===== src/rtl/up_run_ctrl.sv =====
// up_run_ctrl: run/step/load sequencer between the front panel and the CPU
// control unit of the 8-bit accumulator machine.
//   CLOCK, RESET            : clock (rising edge), async active-low reset
//   Run, Step, LoadEn, Abort: panel controls (Step is edge-detected)
//   BrkEn, BrkAddr, PC      : PC breakpoint compare
//   CpuState, CpuHalt       : CU state code and halt flag
//   LdValid, LdData, LdReady: loader byte handshake
//   mem_sel/we/addr/wdata   : loader side of the shared program memory
//   cpu_rst, cpu_en         : CU reset and clock enable
//   Mode, InstrCnt          : sequencer state and fetched-instruction count
module up_run_ctrl #(
  parameter int unsigned AW = 5,
  parameter int unsigned CW = 16
) (
  input  logic          CLOCK,
  input  logic          RESET,
  input  logic          Run,
  input  logic          Step,
  input  logic          LoadEn,
  input  logic          Abort,
  input  logic          BrkEn,
  input  logic [AW-1:0] BrkAddr,
  input  logic [AW-1:0] PC,
  input  logic [3:0]    CpuState,
  input  logic          CpuHalt,
  input  logic          LdValid,
  input  logic [7:0]    LdData,
  output logic          LdReady,
  output logic          mem_sel,
  output logic          mem_we,
  output logic [AW-1:0] mem_addr,
  output logic [7:0]    mem_wdata,
  output logic          cpu_rst,
  output logic          cpu_en,
  output logic [2:0]    Mode,
  output logic [CW-1:0] InstrCnt
);

  localparam logic [3:0] CU_START = 4'b0000;
  localparam logic [3:0] CU_FETCH = 4'b0001;

  typedef enum logic [2:0] {
    S_IDLE   = 3'd0,
    S_LOAD   = 3'd1,
    S_RUN    = 3'd2,
    S_STEP   = 3'd3,
    S_PAUSE  = 3'd4,
    S_HALTED = 3'd5
  } state_t;

  state_t        state_q, state_d;
  logic [AW-1:0] ld_ptr_q, ld_ptr_d;
  logic [CW-1:0] cnt_q, cnt_d;
  logic          stepped_q, stepped_d;
  logic          skip_q, skip_d;
  logic          step_q;
  logic          cpu_rst_q, cpu_rst_d;
  logic          ld_ready_q, ld_ready_d;
  logic          mem_sel_q, mem_sel_d;

  logic step_edge;
  logic boundary;
  logic brk;
  logic run_stop;

  // Next-state, flag and strobe logic
  always_comb begin
    state_d    = state_q;
    ld_ptr_d   = ld_ptr_q;
    cnt_d      = cnt_q;
    stepped_d  = stepped_q;
    skip_d     = skip_q;
    mem_we     = 1'b0;
    cpu_en     = 1'b0;
    cpu_rst_d  = 1'b1;
    ld_ready_d = 1'b0;
    mem_sel_d  = 1'b0;

    step_edge = Step & ~step_q;
    boundary  = (CpuState == CU_START);
    brk       = BrkEn & (PC == BrkAddr) & ~skip_q;
    run_stop  = boundary & (~Run | brk);

    // The breakpoint skip lasts only until the resumed instruction leaves START
    if (!boundary) skip_d = 1'b0;

    case (state_q)
      S_IDLE: begin
        if (LoadEn) begin
          state_d  = S_LOAD;
          ld_ptr_d = '0;
        end else if (Run) begin
          state_d = S_RUN;
        end else if (step_edge) begin
          state_d = S_STEP;
        end
      end
      S_LOAD: begin
        if (!LoadEn) begin
          state_d = S_IDLE;
        end else begin
          mem_we = LdValid;
          if (LdValid) begin
            ld_ptr_d = ld_ptr_q + AW'(1);
            if (ld_ptr_q == {AW{1'b1}}) state_d = S_IDLE;
          end
        end
      end
      S_RUN: begin
        // Holding cpu_en low at a stopping boundary freezes the CU in START
        cpu_en = ~run_stop;
        if (CpuHalt) state_d = S_HALTED;
        else if (run_stop) state_d = S_PAUSE;
      end
      S_STEP: begin
        if (stepped_q && boundary) begin
          stepped_d = 1'b0;
          state_d   = S_PAUSE;
        end else begin
          cpu_en = 1'b1;
          if (!boundary) stepped_d = 1'b1;
        end
        if (CpuHalt) state_d = S_HALTED;
      end
      S_PAUSE: begin
        // Resuming arms skip so a breakpoint PC does not re-trigger at once
        if (LoadEn) begin
          state_d  = S_LOAD;
          ld_ptr_d = '0;
        end else if (Run) begin
          state_d = S_RUN;
          skip_d  = 1'b1;
        end else if (step_edge) begin
          state_d = S_STEP;
          skip_d  = 1'b1;
        end
      end
      S_HALTED: begin
        if (LoadEn) begin
          state_d  = S_LOAD;
          ld_ptr_d = '0;
        end
      end
      default: state_d = S_IDLE;
    endcase

    if (Abort) begin
      state_d = S_IDLE;
      mem_we  = 1'b0;
    end

    if (state_d != S_STEP) stepped_d = 1'b0;

    // Count restarts on leaving IDLE for execution, otherwise counts fetches
    if (state_q == S_IDLE && (state_d == S_RUN || state_d == S_STEP)) begin
      cnt_d = '0;
    end else if (cpu_en && CpuState == CU_FETCH && cnt_q != {CW{1'b1}}) begin
      cnt_d = cnt_q + CW'(1);
    end

    cpu_rst_d  = (state_d == S_IDLE) || (state_d == S_LOAD);
    ld_ready_d = (state_d == S_LOAD);
    mem_sel_d  = (state_d == S_LOAD);
  end

  // State and registered outputs
  always_ff @(posedge CLOCK or negedge RESET) begin
    if (!RESET) begin
      state_q    <= S_IDLE;
      ld_ptr_q   <= '0;
      cnt_q      <= '0;
      stepped_q  <= 1'b0;
      skip_q     <= 1'b0;
      step_q     <= 1'b0;
      cpu_rst_q  <= 1'b1;
      ld_ready_q <= 1'b0;
      mem_sel_q  <= 1'b0;
    end else begin
      state_q    <= state_d;
      ld_ptr_q   <= ld_ptr_d;
      cnt_q      <= cnt_d;
      stepped_q  <= stepped_d;
      skip_q     <= skip_d;
      step_q     <= Step;
      cpu_rst_q  <= cpu_rst_d;
      ld_ready_q <= ld_ready_d;
      mem_sel_q  <= mem_sel_d;
    end
  end

  assign Mode      = state_q;
  assign InstrCnt  = cnt_q;
  assign cpu_rst   = cpu_rst_q;
  assign LdReady   = ld_ready_q;
  assign mem_sel   = mem_sel_q;
  assign mem_addr  = ld_ptr_q;
  assign mem_wdata = LdData;

endmodule

===== config.mk =====
export PLATFORM = sky130hd
export DESIGN_NAME = up_run_ctrl
export DESIGN_NICKNAME = d
export VERILOG_FILES = /design/src/rtl/up_run_ctrl.sv
export SDC_FILE = /design/constraint.sdc
export NUM_CORES = 1
export LEC_CHECK = 0
export ABC_CLOCK_PERIOD_IN_PS = 3300
export BUFFER_PORTS_ARGS = -buffer_cell sky130_fd_sc_hd__buf_4
export CAP_MARGIN = 20
export CORE_MARGIN = 2
export CORE_UTILIZATION = 53
export CTS_CLUSTER_DIAMETER = 120
export CTS_CLUSTER_SIZE = 10
export DETAILED_ROUTE_END_ITERATION = 8
export PLACE_DENSITY_LB_ADDON = 0.15
export SLEW_MARGIN = 20
export SYNTH_ARGS = -nofsm -noshare
export SYNTH_HDL_FRONTEND = slang
export SYNTH_SLANG_ARGS = --single-unit

===== constraint.sdc =====
create_clock -name CLOCK -period 3.3 [get_ports CLOCK]
set_clock_uncertainty 0.15 [all_clocks]
set_input_delay 0.66 -clock CLOCK [delete_from_list [all_inputs] [get_ports CLOCK]]
set_output_delay 0.66 -clock CLOCK [all_outputs]
set_load 0.005 [all_outputs]

# [After elaboration in Yosys (flattened, before gate mapping)]
# Cells that the tools add are included.
[totals] output_inout_bits=37 wordCells=85 register_bits=29 in_bits=31
[op_classes] n_eq_ne=17 n_reduce_logical=16 n_bitwise=9 mux=33 addsub=2
[ops] operator="two-way mux 3 bit" count=12
[ops] operator="two-way mux 16 bit" count=2
[ops] operator="adder 16 x 1 -> 16 bit (second input constant)" count=1
[ops] operator="!= test 16 bit (second input constant)" count=1
[ops] operator="two-way mux 5 bit" count=3
[ops] operator="one-hot mux 3 bit (5 select lines)" count=1
[ops] operator="two-way mux 1 bit" count=13
[ops] operator="== test 3 x 2 -> 1 bit (second input constant)" count=4
[ops] operator="one-hot mux 5 bit (2 select lines)" count=1
[ops] operator="== test 3 x 1 -> 1 bit (second input constant)" count=2
[ops] operator="== test 3 bit (second input constant)" count=2
[ops] operator="logical NOT 3 bit" count=2
[ops] operator="nonzero test 2 bit" count=3
[ops] operator="adder 5 x 1 -> 5 bit (second input constant)" count=1
[ops] operator="== test 5 bit" count=1
[ops] operator="== test 5 bit (second input constant)" count=1
[ops] operator="bitwise AND 1 bit" count=4
[ops] operator="== test 4 x 1 -> 1 bit (second input constant)" count=1
[ops] operator="logical AND 1 bit" count=4
[ops] operator="logical NOT 4 bit" count=1
[ops] operator="!= test 2 bit (second input constant)" count=2
[ops] operator="inverter 1 bit" count=4
[ops] operator="AND reduction 4 bit" count=1
[ops] operator="!= test 3 x 1 -> 1 bit (second input constant)" count=1
[ops] operator="other kinds (8)" count=9

# [Longest topological paths before layout]
[logic_depth] depth_word=13 mapped_depth=8 ltp_nobuf=8

# [Worst setup path after synthesis]
# OpenSTA, ideal clock, no wires.
[synth_timing] path_kind="input-to-output" from="input CpuState[0]" to="output cpu_en" stages=3 arrival_ns=1.478 t_required_ns=2.490 setup_slack_ns=1.012 n_path_buf=0 cell_sequence="or4_1 > o21ai_0 > nor2_1"
[synth_between] elab_chain_cells=4 elab_cells_between_ends=6 classes_between="mux: 2; bitwise: 2; reduce/logical: 2"
[synth_lines] item="start: declaration" line="24" source="input logic [3:0] CpuState,"
[synth_lines] item="logical NOT 4 bit *" line="80" source="boundary = (CpuState == CU_START);"
[synth_lines] item="logical AND 1 bit or bitwise AND 1 bit (tied branches)" line="116, 82"
[synth_lines] item="two-way mux 1 bit or inverter 1 bit (tied branches)" line="116, 111"
[synth_lines] item="one-hot mux 1 bit (2 select lines) *" line="87" source="case (state_q)"
[synth_lines] item="end: declaration" line="34" source="output logic cpu_en,"
# Mark *: on every way between the ends. The rest lies on a longest branch, timed or not.

# [Worst setup path in the final report]
# Same ends and word-level chain as after synthesis.

==> flow_metrics.env <==
export IMPL_cp_cell_sequence="buf_4 -> or4_1 -> o21ai_0 -> nor2_1 -> buf_4"
export IMPL_synthArstFlopShare_pct=100
export IMPL_synth_seq_cells=29
export IMPL_finalSetupViolations=0
export IMPL_dp_slack_ns=0.674
export IMPL_numCtsBuffers=5
export IMPL_h_tree_depth=2
export IMPL_routed_wl_um=4140
export IMPL_critPathMostFrequentCell="buf_4"
export IMPL_grt_max_degree=30
export IMPL_ys_types=55
export IMPL_cap_violations=0
export IMPL_reg2reg_slack_ns=1.02
export IMPL_power_switching_uw=198
export IMPL_ios=68
export IMPL_drt_pass1_iter_count=6
export IMPL_dieHeight_um=62.2
export IMPL_fin_crit_ns=2.62
export IMPL_cp_endpoint="cpu_en"
export IMPL_fin_crit_sh_pct=79.4
export IMPL_placementRows=21
export IMPL_cp_end_kind="output pin"
export IMPL_p_int_uw=550
export IMPL_cts_root_buffer="clkbuf_4"
export IMPL_p_comb_share_pct=15.2
export IMPL_die_w_um=62.2
export IMPL_crit_required_ns=2.49
export IMPL_r2r_start="mem_addr[0]"
export IMPL_synth_edff_count=0
export IMPL_crit_slowest_cell="or4_1"
export IMPL_drt_iter0_markers=146
export IMPL_core_area_um2=3280
export IMPL_insertion_delay_ns=0.33
export IMPL_yosysSeqAreaShare_pct=40.5
export IMPL_crit_family="simple AND/OR/NAND/NOR gates"
export IMPL_placedCellCount=271
export IMPL_ys_warn_count=0
export IMPL_worstRegToRegCells=8
export IMPL_via_per_inst=5.73
export IMPL_final_hold_viol_count=0
export IMPL_netlist_area_um2=1800
export IMPL_grt_use_total_pct=22.9
export IMPL_worstMarginPinSlew_ns=0.616
export IMPL_synth_nets=220
export IMPL_switching_share_pct=26.5
export IMPL_power_uw=748
export IMPL_synthFlopType="dfrtp_1"
export IMPL_io_buffers=51
export IMPL_postCtsHoldBufs=0
export IMPL_initial_utilization_pct=54.7
export IMPL_p_seq_share_pct=51.1
export IMPL_nFillCells=286
export IMPL_syn_inst=186
export IMPL_p_per_area_nw_per_um2=337
export IMPL_crit_path_start="CpuState[0]"
export IMPL_place_congestion=0.864
export IMPL_clock_fmax_mhz=382
export IMPL_nNetsFinal=266
export IMPL_grt_pass1_wl_um=7110
export IMPL_area_growth_pct=23.5
export IMPL_r2r_end="mem_sel"
export IMPL_syn_mean_instance_area_um2=9.66
export IMPL_routedWlPerCell_um=14.8
export IMPL_clkSlewWorstSetupHoldPaths_ns=0.10
export IMPL_critPathBufInv=2
export IMPL_crit_fanout=4
export IMPL_rsz0062_at_grt="false"
export IMPL_slew_violations=0
export IMPL_antenna_found_initial=0
export IMPL_max_vdd_ir_drop_uv=244
export IMPL_cp_start_kind="primary input"
export IMPL_drive_gt1_share_pct=31.3
export IMPL_ant_nets=0
export IMPL_cp_arrival_ns=1.81
export IMPL_timing_final_ws_setup_ns=0.679
export IMPL_slew_headroom_pct=58.8
export IMPL_vias=1598
export IMPL_path_depth=5
export IMPL_finalNonFillerCells=279
export IMPL_finalSetupTns_ns=0
export IMPL_postCtsResizedCells=0
export IMPL_run_status="finished clean"
export IMPL_p_clk_share_pct=33.8
export IMPL_cellLeakagePower_nw=1.05
export IMPL_clockBufferDepth=2
export IMPL_min_path_type="primary input to async pin"
export IMPL_hpwlAfterDp_um=3000
export IMPL_drc=0
export IMPL_grt_overflow=0
export IMPL_postCtsSetupBuffers=0
export IMPL_die_area_um2=3870
export IMPL_cpPeakStageDelay_ns=0.55
export IMPL_n_antenna_cell=0
export IMPL_crit_type="primary input to output pin"
export IMPL_cts_tree="built"
export IMPL_grt_pass1_vias=1571
export IMPL_cts_sinks=29
[routing by layer]
layer	global-route usage (%)	wire length (um)	share of wire, %
met1	25.4	1690	41
met2	40.9	2160	52
met3	7.79	258	6.2
met4	7.78	32	0.77
met5	0	0	0
[power by group through the flow]
stage | clock (mW) | combinational [mW] | sequential, mW
after floorplan | 0 | 0.0670 | 0.383
final | 0.252 | 0.113 | 0.382
after CTS | 0.260 | 0.114 | 0.381
after detailed placement | 0 | 0.113 | 0.388
after global routing | 0.282 | 0.124 | 0.384
after global placement | 0 | 0.110 | 0.387
[final cells by class]
type,instances,area (um2),share of cell area (%)
flip-flops and latches,29,727,32.8
multi-input cells,139,951,42.9
clock inverters,1,5.00,0.226
clock buffers,7,65.1,2.93
inverters,4,15.0,0.677
well taps,46,57.6,2.59
repair buffers,53,398,17.9
[synth_stat cells, drive strengths merged (3+ instances only)]
master | count | area [um2]
dfrtp | 28 | 701
nor2 | 20 | 75.1
buf | 13 | 100
nand2 | 12 | 45.0
xor2 | 11 | 96.3
o21ai | 9 | 48.8
and3 | 7 | 45.1
a21oi | 6 | 30.0
nand3 | 6 | 30.0
o211ai | 5 | 37.5
and4 | 4 | 35.0
inv | 4 | 15.0
nand2b | 4 | 25.0
nor3 | 4 | 20.0
or4 | 4 | 30.0
xnor2 | 4 | 35.0
a22o | 3 | 26.3
ha | 3 | 37.5
nand4 | 3 | 18.8
nor4 | 3 | 18.8
[flip-flops by register name, summed over array words and instances (netlist names)]
name	count
mem_addr	5
stepped_q	1
InstrCnt	16
cpu_rst	1
mem_sel	1
step_q	1
Mode	3
skip_q	1
[worst reg2reg max path: cells and delay by family, from the launching register on]
| kind | cells | cell delay, ns |
|---|---|---|
| compound gates | 3 | 0.72 |
| flops | 1 | 0.42 |
| fa+ha+maj | 2 | 0.43 |
| simple gates | 3 | 0.49 |
[placed cells by master (no fill, tap or decap), types with 5 or more instances in the layout]
| master | Yosys | routed |
|---|---|---|
| nor2_1 | 20 | 20 |
| dfrtp_1 | 28 | 28 |
| a21oi_1 | 6 | 6 |
| nand2_1 | 12 | 12 |
| and3_1 | 6 | 6 |
| o211ai_1 | 5 | 5 |
| o21ai_0 | 7 | 7 |
| buf_4 | 9 | 53 |
| xor2_1 | 11 | 11 |
| nand3_1 | 6 | 6 |
| clkbuf_4 | 0 | 5 |
[logic make-up (layout without fill, tap and decap cells)]
| logic type | Yosys count | in the layout | synth area share, % |
|---|---|---|---|
| adders and majority gates | 3 | 3 | 2.09 |
| and+or+nand+nor | 80 | 80 | 25.6 |
| xor gates and xnor gates | 15 | 15 | 7.31 |
| muxes | 2 | 2 | 1.18 |
| buffers and inverters | 18 | 65 | 6.61 |
| AOI/OAI and AO/OA | 39 | 39 | 16.7 |
| DFF | 29 | 29 | 40.5 |
[per-stage QoR]
stage | hold slack (ns) | cell area [um2] | utilization [%]
5_1_grt | 0.0830 | 2220 | 67.5
2_1_floorplan | 0.214 | 1800 | -
6_report | 0.0835 | 2220 | 67.5
3_5_place_dp | 0.328 | 2150 | 65.4
4_1_cts | 0.0822 | 2220 | 67.5
3_3_place_gp | 0.326 | 2150 | 65.4
[worst min-delay path by stage]
stage	depth (start not counted)	endpoint	slack [ns]	startpoint
global route	1	InstrCnt[6]	0.08	RESET
floorplan	0	InstrCnt[0]	0.21	RESET
finish	1	InstrCnt[9]	0.08	RESET
CTS	1	InstrCnt[6]	0.08	RESET
global placement	2	skip_q	0.33	skip_q
detailed placement	2	skip_q	0.33	skip_q
Power figures use the tool's default switching activity.
